[config.mk]
export PLATFORM = sky130hd
export DESIGN_NAME = dfi_rddata_aligner
export DESIGN_NICKNAME = d
export VERILOG_FILES = /design/src/rtl/mc_rdpath_pkg.sv /design/src/rtl/rdbeat_fifo.sv /design/src/rtl/dfi_rddata_aligner.sv
export SDC_FILE = /design/constraint.sdc
export NUM_CORES = 1
export LEC_CHECK = 0
export ABC_AREA = 1
export CAP_MARGIN = 10
export CORE_MARGIN = 5
export CORE_UTILIZATION = 61
export CTS_CLUSTER_SIZE = 20
export DETAILED_ROUTE_END_ITERATION = 12
export PLACE_DENSITY = 0.83
export SYNTH_ARGS = -nofsm -noshare
export SYNTH_HDL_FRONTEND = slang
export SYNTH_SLANG_ARGS = --single-unit
export TNS_END_PERCENT = 10
[constraint.sdc]
create_clock -name clk -period 14 [get_ports clk]
set_input_delay 2.1 -clock clk [delete_from_list [all_inputs] [get_ports clk]]
set_output_delay 2.1 -clock clk [all_outputs]
set_load 0.02 [all_outputs]
[src/rtl/mc_rdpath_pkg.sv]
// mc_rdpath_pkg
// Shared types and helpers for the memory-controller DFI read-return path.
//   NPHASE     : DFI phases per controller clock (fixed at 4)
//   RD_DW      : per-phase read data width used by the beat-group type
//   rd_beat_t  : one PHY beat group as buffered in the read FIFO {mask, data}
//   clamp_lat  : maps the programmed read latency onto the supported range
package mc_rdpath_pkg;

    localparam int NPHASE = 4;
    localparam int RD_DW  = 32;

    // One returned beat group: which phases the PHY marked valid, plus all
    // phases' data packed with phase p at bits [p*RD_DW +: RD_DW].
    typedef struct packed {
        logic [NPHASE-1:0]       mask;
        logic [NPHASE*RD_DW-1:0] data;
    } rd_beat_t;

    // Latencies below 2 cannot be honoured because the PHY group must be
    // sampled and then popped on the following cycle; above max_lat the
    // delay line has no tap.
    function automatic logic [7:0] clamp_lat(input logic [7:0] cfg, input int max_lat);
        if (cfg < 8'd2) begin
            return 8'd2;
        end else if (int'(cfg) > max_lat) begin
            return max_lat[7:0];
        end else begin
            return cfg;
        end
    endfunction

endpackage

[src/rtl/rdbeat_fifo.sv]
// rdbeat_fifo
// Synchronous FIFO of rd_beat_t with a first-word-fall-through head.
//   clk, rst   : clock, asynchronous active-high reset (FIFO empties)
//   push       : write push_beat at the tail (ignored when full unless a pop
//                happens in the same cycle)
//   push_beat  : beat group to store
//   pop        : discard the head (ignored when empty)
//   head       : current head entry, valid whenever empty is low
//   full/empty : occupancy flags
module rdbeat_fifo
    import mc_rdpath_pkg::*;
#(
    parameter int DEPTH = 8
) (
    input  logic     clk,
    input  logic     rst,
    input  logic     push,
    input  rd_beat_t push_beat,
    input  logic     pop,
    output rd_beat_t head,
    output logic     full,
    output logic     empty
);

    localparam int AW = $clog2(DEPTH);

    // Pointers carry one extra MSB so that equal low bits can be told apart
    // as either empty (MSBs equal) or full (MSBs differ) after wrap-around.
    logic [AW:0] wr_ptr;
    logic [AW:0] rd_ptr;
    rd_beat_t    mem [DEPTH];
    logic        do_push;
    logic        do_pop;

    assign empty   = (wr_ptr == rd_ptr);
    assign full    = (wr_ptr[AW] != rd_ptr[AW]) && (wr_ptr[AW-1:0] == rd_ptr[AW-1:0]);
    assign do_pop  = pop && !empty;
    // A pop frees a slot in the same cycle, so push+pop while full succeeds.
    assign do_push = push && (!full || do_pop);
    assign head    = mem[rd_ptr[AW-1:0]];

    // Pointer update; these are the only state that needs resetting.
    always_ff @(posedge clk or posedge rst) begin
        if (rst) begin
            wr_ptr <= '0;
            rd_ptr <= '0;
        end else begin
            if (do_push) begin
                wr_ptr <= wr_ptr + (AW+1)'(1);
            end
            if (do_pop) begin
                rd_ptr <= rd_ptr + (AW+1)'(1);
            end
        end
    end

    // Storage array; contents are don't-care until written.
    always_ff @(posedge clk) begin
        if (do_push) begin
            mem[wr_ptr[AW-1:0]] <= push_beat;
        end
    end

endmodule

[src/rtl/dfi_rddata_aligner.sv]
// dfi_rddata_aligner
// Buffers PHY read beat groups and re-times them to a fixed, programmable
// latency after the core's rddata_en, tracking outstanding reads and
// flagging protocol errors.
//   clk, rst          : controller clock, asynchronous active-high reset
//   rd_lat_cfg        : cycles from rddata_en to aligned output valid
//   ctl_rddata_en     : per-phase read enable issued by the core
//   phy_rddata        : PHY read data, phase p at [p*DW +: DW]
//   phy_rddata_valid  : per-phase PHY valid
//   out_rddata        : aligned read data (0 when nothing is popped)
//   out_rddata_valid  : aligned per-phase valid, one cycle per issued group
//   outstanding       : issued groups not yet returned by the PHY
//   err_overflow      : sticky, PHY group dropped because the FIFO was full
//   err_underflow     : sticky, output slot arrived with an empty FIFO
//   err_spurious      : sticky, PHY data with nothing outstanding
//   err_mask          : sticky, returned mask differs from the issued mask
//   clr_err           : synchronous clear of all sticky flags
module dfi_rddata_aligner
    import mc_rdpath_pkg::*;
#(
    parameter int DW         = RD_DW,
    parameter int FIFO_DEPTH = 8,
    parameter int MAX_LAT    = 32
) (
    input  logic                          clk,
    input  logic                          rst,
    input  logic [7:0]                    rd_lat_cfg,
    input  logic [NPHASE-1:0]             ctl_rddata_en,
    input  logic [NPHASE*DW-1:0]          phy_rddata,
    input  logic [NPHASE-1:0]             phy_rddata_valid,
    output logic [NPHASE*DW-1:0]          out_rddata,
    output logic [NPHASE-1:0]             out_rddata_valid,
    output logic [$clog2(MAX_LAT+1):0]    outstanding,
    output logic                          err_overflow,
    output logic                          err_underflow,
    output logic                          err_spurious,
    output logic                          err_mask,
    input  logic                          clr_err
);

    // dl[i] holds the rddata_en mask issued i+1 cycles ago. The undelayed
    // input counts as stage 0, so tap L-1 is dl[L-2]; popping there and
    // registering the result lands the output exactly L cycles after issue.
    logic [NPHASE-1:0] dl [MAX_LAT-1];
    logic [7:0]        lat;
    logic [NPHASE-1:0] pop_mask;
    rd_beat_t          push_beat;
    rd_beat_t          head;
    logic              full;
    logic              empty;
    logic              issue;
    logic              phy_any;
    logic              pop_req;
    logic              pop_ok;
    logic              push_ok;
    logic              set_overflow;
    logic              set_underflow;
    logic              set_spurious;
    logic              set_mask;

    assign lat     = clamp_lat(rd_lat_cfg, MAX_LAT);
    assign issue   = |ctl_rddata_en;
    assign phy_any = |phy_rddata_valid;

    // Select the delay-line tap for the current effective latency.
    always_comb begin
        pop_mask = '0;
        for (int i = 0; i < MAX_LAT - 1; i++) begin
            if (lat == 8'(i + 2)) begin
                pop_mask = dl[i];
            end
        end
    end

    assign pop_req = |pop_mask;
    assign pop_ok  = pop_req && !empty;

    // A group issued this very cycle already counts as outstanding, which is
    // what lets the PHY answer in the issue cycle when L is 2.
    assign set_spurious  = phy_any && (outstanding == '0) && !issue;
    assign set_overflow  = phy_any && !set_spurious && full && !pop_ok;
    assign push_ok       = phy_any && !set_spurious && !set_overflow;
    assign set_underflow = pop_req && empty;
    assign set_mask      = pop_ok && (head.mask != pop_mask);

    assign push_beat.mask = phy_rddata_valid;
    assign push_beat.data = phy_rddata;

    rdbeat_fifo #(
        .DEPTH     (FIFO_DEPTH)
    ) u_fifo (
        .clk       (clk),
        .rst       (rst),
        .push      (push_ok),
        .push_beat (push_beat),
        .pop       (pop_req),
        .head      (head),
        .full      (full),
        .empty     (empty)
    );

    // Delay line of issued masks, shifting every cycle.
    always_ff @(posedge clk or posedge rst) begin
        if (rst) begin
            for (int i = 0; i < MAX_LAT - 1; i++) begin
                dl[i] <= '0;
            end
        end else begin
            dl[0] <= ctl_rddata_en;
            for (int i = 1; i < MAX_LAT - 1; i++) begin
                dl[i] <= dl[i-1];
            end
        end
    end

    // Registered aligned outputs. On underflow the valid still follows the
    // issued mask so the core keeps its timing, but data is forced to 0.
    always_ff @(posedge clk or posedge rst) begin
        if (rst) begin
            out_rddata_valid <= '0;
            out_rddata       <= '0;
        end else begin
            out_rddata_valid <= pop_mask;
            out_rddata       <= pop_ok ? head.data : '0;
        end
    end

    // Outstanding counter: saturating, and a dropped PHY group does not
    // count as a return.
    always_ff @(posedge clk or posedge rst) begin
        if (rst) begin
            outstanding <= '0;
        end else begin
            if (issue && !push_ok && (outstanding != '1)) begin
                outstanding <= outstanding + 1'b1;
            end else if (!issue && push_ok && (outstanding != '0)) begin
                outstanding <= outstanding - 1'b1;
            end
        end
    end

    // Sticky error flags; a new error in the clearing cycle stays visible.
    always_ff @(posedge clk or posedge rst) begin
        if (rst) begin
            err_overflow  <= 1'b0;
            err_underflow <= 1'b0;
            err_spurious  <= 1'b0;
            err_mask      <= 1'b0;
        end else begin
            err_overflow  <= set_overflow  || (err_overflow  && !clr_err);
            err_underflow <= set_underflow || (err_underflow && !clr_err);
            err_spurious  <= set_spurious  || (err_spurious  && !clr_err);
            err_mask      <= set_mask      || (err_mask      && !clr_err);
        end
    end

endmodule
# Word-level counts from Yosys, hierarchy flattened
# Memories as Yosys holds them, arrays and structs flattened.
# Cells that the tools add are included.
dict set report word_totals {
  register_bits 275
  ram_bits 1056
  in_bits 147
  out_inout_bits 143
  elab_cells 159
  mem_count 1
}
# memory depth width rd rd_ports_with_merged_regs write_ports line_no
set mem_list {}
lappend mem_list {u_fifo.mem 8 132 1 0 1 rdbeat_fifo.sv:31} ;# rd_beat_t mem [DEPTH];
dict set report op_classes {
  addsub 4
  magnitude_cmp 2
  n_eq_ne 36
  muxes 38
  n_reduce_logical 38
}
# op n
set ops {}
lappend ops {{$eq 8x5->1 const B} 16}
lappend ops {{$mux 128} 1}
lappend ops {{$mux 4} 31}
lappend ops {{$eq 8x4->1 const B} 8}
lappend ops {{$eq 8x3->1 const B} 4}
lappend ops {{$logic_and 1x1->1} 19}
lappend ops {{$eq 8x2->1 const B} 2}
lappend ops {{$mux 8} 2}
lappend ops {{$mux 7} 2}
lappend ops {{$reduce_or 4->1} 3}
lappend ops {{$add 4x1->4 const B} 2}
lappend ops {{$eq 8x6->1 const B} 1}
lappend ops {{$gt 8x6->1 const B} 1}
lappend ops {{$logic_not 1->1} 8}
lappend ops {{$lt 8x2->1 const B} 1}
lappend ops {{$add 7x1->7 const B} 1}
lappend ops {{$logic_not 7->1} 1}
lappend ops {{$ne 7x7->1 const B} 1}
lappend ops {{$reduce_bool 7->1} 1}
lappend ops {{$sub 7x1->7 const B} 1}
lappend ops {{$logic_or 1x1->1} 5}
lappend ops {{$eq 4x4->1} 1}
lappend ops {{$ne 4x4->1} 1}
lappend ops {{$eq 3x3->1} 1}
lappend ops {{other kinds (3)} 4}

# Longest topological paths before layout
dict set report logic_depth {
  ltp_word 45
  ltp_mapped 40
  ltp_nobuf 40
}

# Hierarchy
# A second synthesis with hierarchy kept.
dict set report unflattened {
  cells_unflattened 4005
  area_unflattened_um2 50816.2
}
# mod n_inst cells_per_inst area_each_um2
set modules_own_cells {}
lappend modules_own_cells {rdbeat_fifo 1 3059 41054.4}
lappend modules_own_cells {dfi_rddata_aligner 1 946 9761.9}

# Least setup slack after synthesis
# No wires, ideal clock.
dict set report synth_path {
  kind {input port to flip-flop}
  startpoint {input port rd_lat_cfg[2]}
  endpoint {memory u_fifo.mem[0][0] (netlist name) (enable)}
  setup_ns 0.625
  arrival_ns 9.866
  path_slack_ns 3.510
  cell_stages 29
  path_buffers 0
  cell_sequence {inv_1 nand2_2 o21bai_2 nand3_1 inv_1 nand2_1 nor2_1 nand2_1 nand4_1 nand2_1 nand4_1 nor2_1 nand4_1 nor2_1 nand4_1 nand2_1 nand4_1 nand2_1 nand3_1 nand2_1 nand4_1 nand2_1 nand2_1 nor2_1 nand3_2 nand2_4 inv_1 nand2_1 nor2_1}
}
dict set report synth_between {
  elab_chain_cells 44
  word_cells_on_any_way 76
  classes_between {2 x order compare; 31 x eq/ne; 35 x mux; 8 x reduce/logical}
}
# item line_no
set synth_lines {}
lappend synth_lines {{start, declared} dfi_rddata_aligner.sv:27} ;# input logic [7:0] rd_lat_cfg,
lappend synth_lines {{$gt 8x6->1} mc_rdpath_pkg.sv:25} ;# end else if (int'(cfg) > max_lat) begin
lappend synth_lines {{$mux 8} mc_rdpath_pkg.sv:25}
lappend synth_lines {{$mux 8 (*)} mc_rdpath_pkg.sv:23} ;# if (cfg < 8'd2) begin
lappend synth_lines {{$eq 8x2->1} dfi_rddata_aligner.sv:69} ;# if (lat == 8'(i + 2)) begin
lappend synth_lines {{$mux 4 (30 in series)} dfi_rddata_aligner.sv:69}
lappend synth_lines {{$mux 4 (*)} dfi_rddata_aligner.sv:69}
lappend synth_lines {{net pop_mask[1]} dfi_rddata_aligner.sv:46} ;# logic [NPHASE-1:0] pop_mask;
lappend synth_lines {{$reduce_or 4->1 (*)} dfi_rddata_aligner.sv:75} ;# assign pop_req = |pop_mask;
lappend synth_lines {{$logic_and 1x1->1 (*)} {rdbeat_fifo.sv:37, dfi_rddata_aligner.sv:76}}
lappend synth_lines {{$logic_not 1->1} dfi_rddata_aligner.sv:81} ;# assign set_overflow = phy_any && !set_spurious && full && !pop_ok;
lappend synth_lines {{$logic_and 1x1->1} dfi_rddata_aligner.sv:81}
lappend synth_lines {{$logic_not 1->1} dfi_rddata_aligner.sv:82} ;# assign push_ok = phy_any && !set_spurious && !set_overflow;
lappend synth_lines {{$logic_and 1x1->1} dfi_rddata_aligner.sv:82}
lappend synth_lines {{$logic_and 1x1->1 (*)} rdbeat_fifo.sv:39} ;# assign do_push = push && (!full || do_pop);
lappend synth_lines {{$mux 1 (*)} rdbeat_fifo.sv:59} ;# if (do_push) begin
lappend synth_lines {{$mux 1 (not written as such) (*)} rdbeat_fifo.sv:60} ;# mem[wr_ptr[AW-1:0]] <= push_beat;
lappend synth_lines {{end, declared} rdbeat_fifo.sv:31}
# The timed path passes the listed nets; every way through them passes the cells marked *.

# Final worst setup path
dict set report layout_path {
  startpoint {input port rd_lat_cfg[5]}
  endpoint {memory u_fifo.mem[0][85] (netlist name) (enable)}
}
# The elaborated chain is that of the path after synthesis.

==> qor.tcl <==
set qor(outcome) {completed}
set qor(overall_overflow_remaining_after_global_route) 0
set qor(gp_congestion) 0.908
set qor(remaining_drc_errors) 0
set qor(first_global_vias) 30695
set qor(num-nets-final) 3971
set qor(hold_slack_ps) 367
set qor(timing.final.crit_share_pct) 52.0
set qor(dr.first_iter.drc_count) 3804
set qor(post_synth_fa_ha_maj_area_fraction_pct) 0.240
set qor(p_per_area_nw_per_um2) 231
set qor(synth_common_cells) {1,056 x edfxtp_1, 543 x nand2_1, 451 x nor2_1, 275 x dfrtp_1, 264 x o21ai_0}
set qor(unrepaired_setup_endpoints_after_global_routing) {false}
set qor(clkLatencyLatePin_ps) 710
set qor(number_of_port_buffers) 289
set qor(number_of_enable_flip_flop_cells_after_synthesis) 1056
set qor(async_flop_share_pct) 20.7
set qor(drt-vias-per-instance) 6.12
set qor(kind_of_cell_adding_the_most_delay_to_the_critical_path) {simple AND/OR/NAND/NOR gates}
set qor(final.min_clock_period_ps) 7280
set qor(synth_top_area_share_pct) 63.4
set qor(synth_simple_gate_area_share_pct) 8.90
set qor(die_w_um) 296
set qor(worst_ep_arrival_time_ps) 7570
set qor(num_rows) 105
set qor(worstHoldPathType) {register to register}
set qor(initial_standard_cell_utilization_of_the_core_pct) 61.2
set qor(mappedNetlistNets) 3745
set qor(worst-path-max-fanout) 66
set qor(clk_path_buf_depth) 3
set qor(grt_first_pass_wirelength_um) 176000
set qor(synth-seq-cells) 1331
set qor(synthDistinctLibCells) 49
set qor(drv.max_cap_violation_count) 0
set qor(route.antenna.remaining_nets) 0
set qor(die_h_um) 296
set qor(setup.worst_path.class) {input port to register}
set qor(cp_num_buf_inv) 4
set qor(p_leak_nw) 20.0
set qor(synth_top_cells_by_area) {edfxtp_1 63%, dfrtp_1 14%, nand2_1 4.1%, nor2_1 3.4%, o21ai_0 2.6%}
set qor(hpwl_um) 61700
set qor(count_of_cells_resized_by_post_cts_repair) 0
set qor(post-synth-top-area-cell) {edfxtp_1}
set qor(synth_sequential_area_ratio_pct) 77.2
set qor(maxSlewViolCount) 0
set qor(synth_compound_gate_area_share_pct) 10.9
set qor(timing.critical_path.to_type) {register}
set qor(max-vdd-ir-drop_uv) 181
set qor(clock_transition_at_the_register_clock_pins_on_the_worst_setup_and_hold_paths_after_cts_ps) 60
set qor(achievable-frequency_ghz) 0.137
set qor(area_of_the_multi_input_gates_um2) 10200
set qor(drt_pass1_iterations) 6
set qor(clock_tree.root_cell) {clkbuf_16}
set qor(dominant_combinational_cell_family_by_area_after_synthesis) {compound AO/OA/AOI/OAI gates}
set qor(maximum_number_of_pins_on_one_net_before_global_route_repair) 242
set qor(hold_violations) 0
set qor(design.core.area_um2) 81700
set qor(synthesis.area_per_instance_um2) 13.9
set qor(synth_ff_type) {edfxtp_1}
set qor(die-area_um2) 87800
set qor(slowest_delay_ps) 960
set qor(post-cts-setup-buffers) 0
set qor(layout.area.seq_um2) 38600
set qor(worstSetupStartpointType) {input port}
set qor(final-setup-viol-count) 0
set qor(yosysMostFrequentCell) {edfxtp_1}
set qor(layout-drive-gt1-share_pct) 7.45
set qor(average_wire_per_standard_cell_um) 23.1
set qor(summed_area_of_non_filler_cells_in_the_final_layout_um2) 57700
set qor(worst_slew_pin_slew_ps) 1190
set qor(critPathRequiredTime_ps) 14290
set qor(max_slew_margin_pct) 20.8
set qor(cts_hold_buf) 0
set qor(numCtsBuffers) 121
set qor(final_critical_path_setup_slack_ps) 6720
set qor(synthToLayoutAreaGrowth_pct) 15.4
set qor(postPlaceCellArea_um2) 53700
set qor(worst_path_max_delay_cell) {buf_4}
set qor(route.final.wire_length_um) 116000
set qor(clock-skew-final_ps) 37.6
set qor(number_of_antenna_violations_at_the_first_check_in_global_routing) 27
set qor(syn_area_um2) 50000
set qor(pre_cts_slack_ps) 6040
set qor(cts.sinks) 1331
set qor(num-fill-cells) 5072
set qor(synth_cells) 3589
set qor(cts_tree) {built}
set qor(setup_tns_ps) 0
set qor(synthesis.yosys.warnings) 0
set qor(ioPinCount) 290
set qor(post_synth_xor_xnor_area_pct) 0.280
set qor(worst_path_most_repeated_cell) {nand2_1}
set qor(post_synth_mux_area_share_pct) 0
set qor(htree_levels) 3
set qor(groute.usage.overall_pct) 25.9
set qor(detailroute.via_count) 30668
set qor(finalCoreUtilization_pct) 70.6
sequential cells by signal (all words and copies together) (netlist names):
name,flops
dl,124
err_mask,1
err_overflow,1
err_spurious,1
err_underflow,1
out_rddata,128
out_rddata_valid,4
outstanding,7
u_fifo.mem,1056
u_fifo.rd_ptr,4
u_fifo.wr_ptr,4
power by group:
group / leakage (nW) / switching [mW] / internal [mW]
registers: 12.9 / 0.367 / 5.45
clock network: 1.91 / 1.42 / 1.80
logic: 5.19 / 2.89 / 1.41
logic make-up after synthesis:
logic type	Yosys count
XOR/XNOR	16
adder cells (fa/ha/maj)	9
flip-flops	1331
AND/OR/NAND/NOR	1103
AO/OA/AOI/OAI	831
buffers and inverters	299
per-layer routing:
metal  vias to the layer above  GRT usage [%]  share of wire [%]
met4                        20           9.96                3.3
met2                      1525           43.7                 50
met1                     15212           34.5                 38
met3                       240           4.28                8.0
li1                      13671              -                  -
met5                         -              0               0.11
layout make-up:
class                      instances  area share, %
sequential                      1331           66.9
multi-input combinational       1959           17.8
clock buffer                     175           5.88
timing repair buffer             325           5.55
tap                             1070           2.32
clock inverter                    54          0.930
inverter                          77          0.549
antenna                           20         0.0868
metrics by stage:
| step | power (mW) | instances |
|---|---|---|
| 2_1_floorplan | 8.69 | 3589 |
| 3_3_place_gp | 9.99 | 4762 |
| 3_5_place_dp | 10.1 | 4762 |
| 4_1_cts | 13.4 | 4991 |
| 5_1_grt | 14.0 | 5006 |
| 6_report | 13.3 | 5011 |
cells in the final DEF, fill, tap and decap left out, types with 4 or more instances in the layout:
cell / Yosys / final
a211oi_1: 104 / 104
a211oi_2: 24 / 24
a21oi_1: 164 / 164
a221oi_1: 6 / 6
a32o_1: 129 / 129
buf_4: 1 / 33
bufinv_16: 0 / 6
clkbuf_1: 194 / 38
clkbuf_16: 0 / 121
clkbuf_8: 0 / 16
clkdlybuf4s50_1: 0 / 289
clkinv_1: 2 / 18
clkinv_16: 0 / 4
clkinv_2: 0 / 20
dfrtp_1: 275 / 272
diode_2: 0 / 20
edfxtp_1: 1056 / 1056
ha_1: 8 / 8
inv_1: 68 / 66
inv_2: 7 / 7
nand2_1: 543 / 543
nand2_2: 9 / 8
nand3_1: 31 / 31
nand4_1: 26 / 26
nor2_1: 451 / 444
nor2_2: 5 / 5
nor2_4: 3 / 10
nor3_1: 9 / 9
nor4_1: 4 / 4
o21ai_0: 264 / 264
o22ai_1: 129 / 129
or2_2: 4 / 4
xnor2_1: 5 / 5
xor2_1: 11 / 11
worst register-to-register path, cell delays in order, from the launching register on:
cell and delay (ps):
dfrtp_4 460, buf_4 350, inv_8 700, nand2_1 160, nand4_1 170, nor3_1 110
nand3_2 120, nand2_4 80, inv_1 150, nand2_1 270, nor2_4 780, buf_4 980
final timing paths:
path | cells past startpoint | startpoint | slack (ps) | endpoint
worst max-delay path | 31 | rd_lat_cfg[5] | 6720 | u_fifo.mem[0][85]$_DFFE_PP_
worst min-delay path | 0 | dl[94]$_DFF_PP0_ | 370 | dl[90]$_DFF_PP0_
worst max register to register | 11 | u_fifo.rd_ptr[1]$_DFFE_PP0P_ | 9250 | u_fifo.mem[0][85]$_DFFE_PP_
worst min register to register | 0 | dl[94]$_DFF_PP0_ | 370 | dl[90]$_DFF_PP0_
max in group asynchronous | 4 | rst | 10110 | u_fifo.rd_ptr[0]$_DFFE_PP0P_
min in group asynchronous | 2 | rst | 1900 | out_rddata[38]$_DFF_PP0_
(Power assumes the default switching activity.)
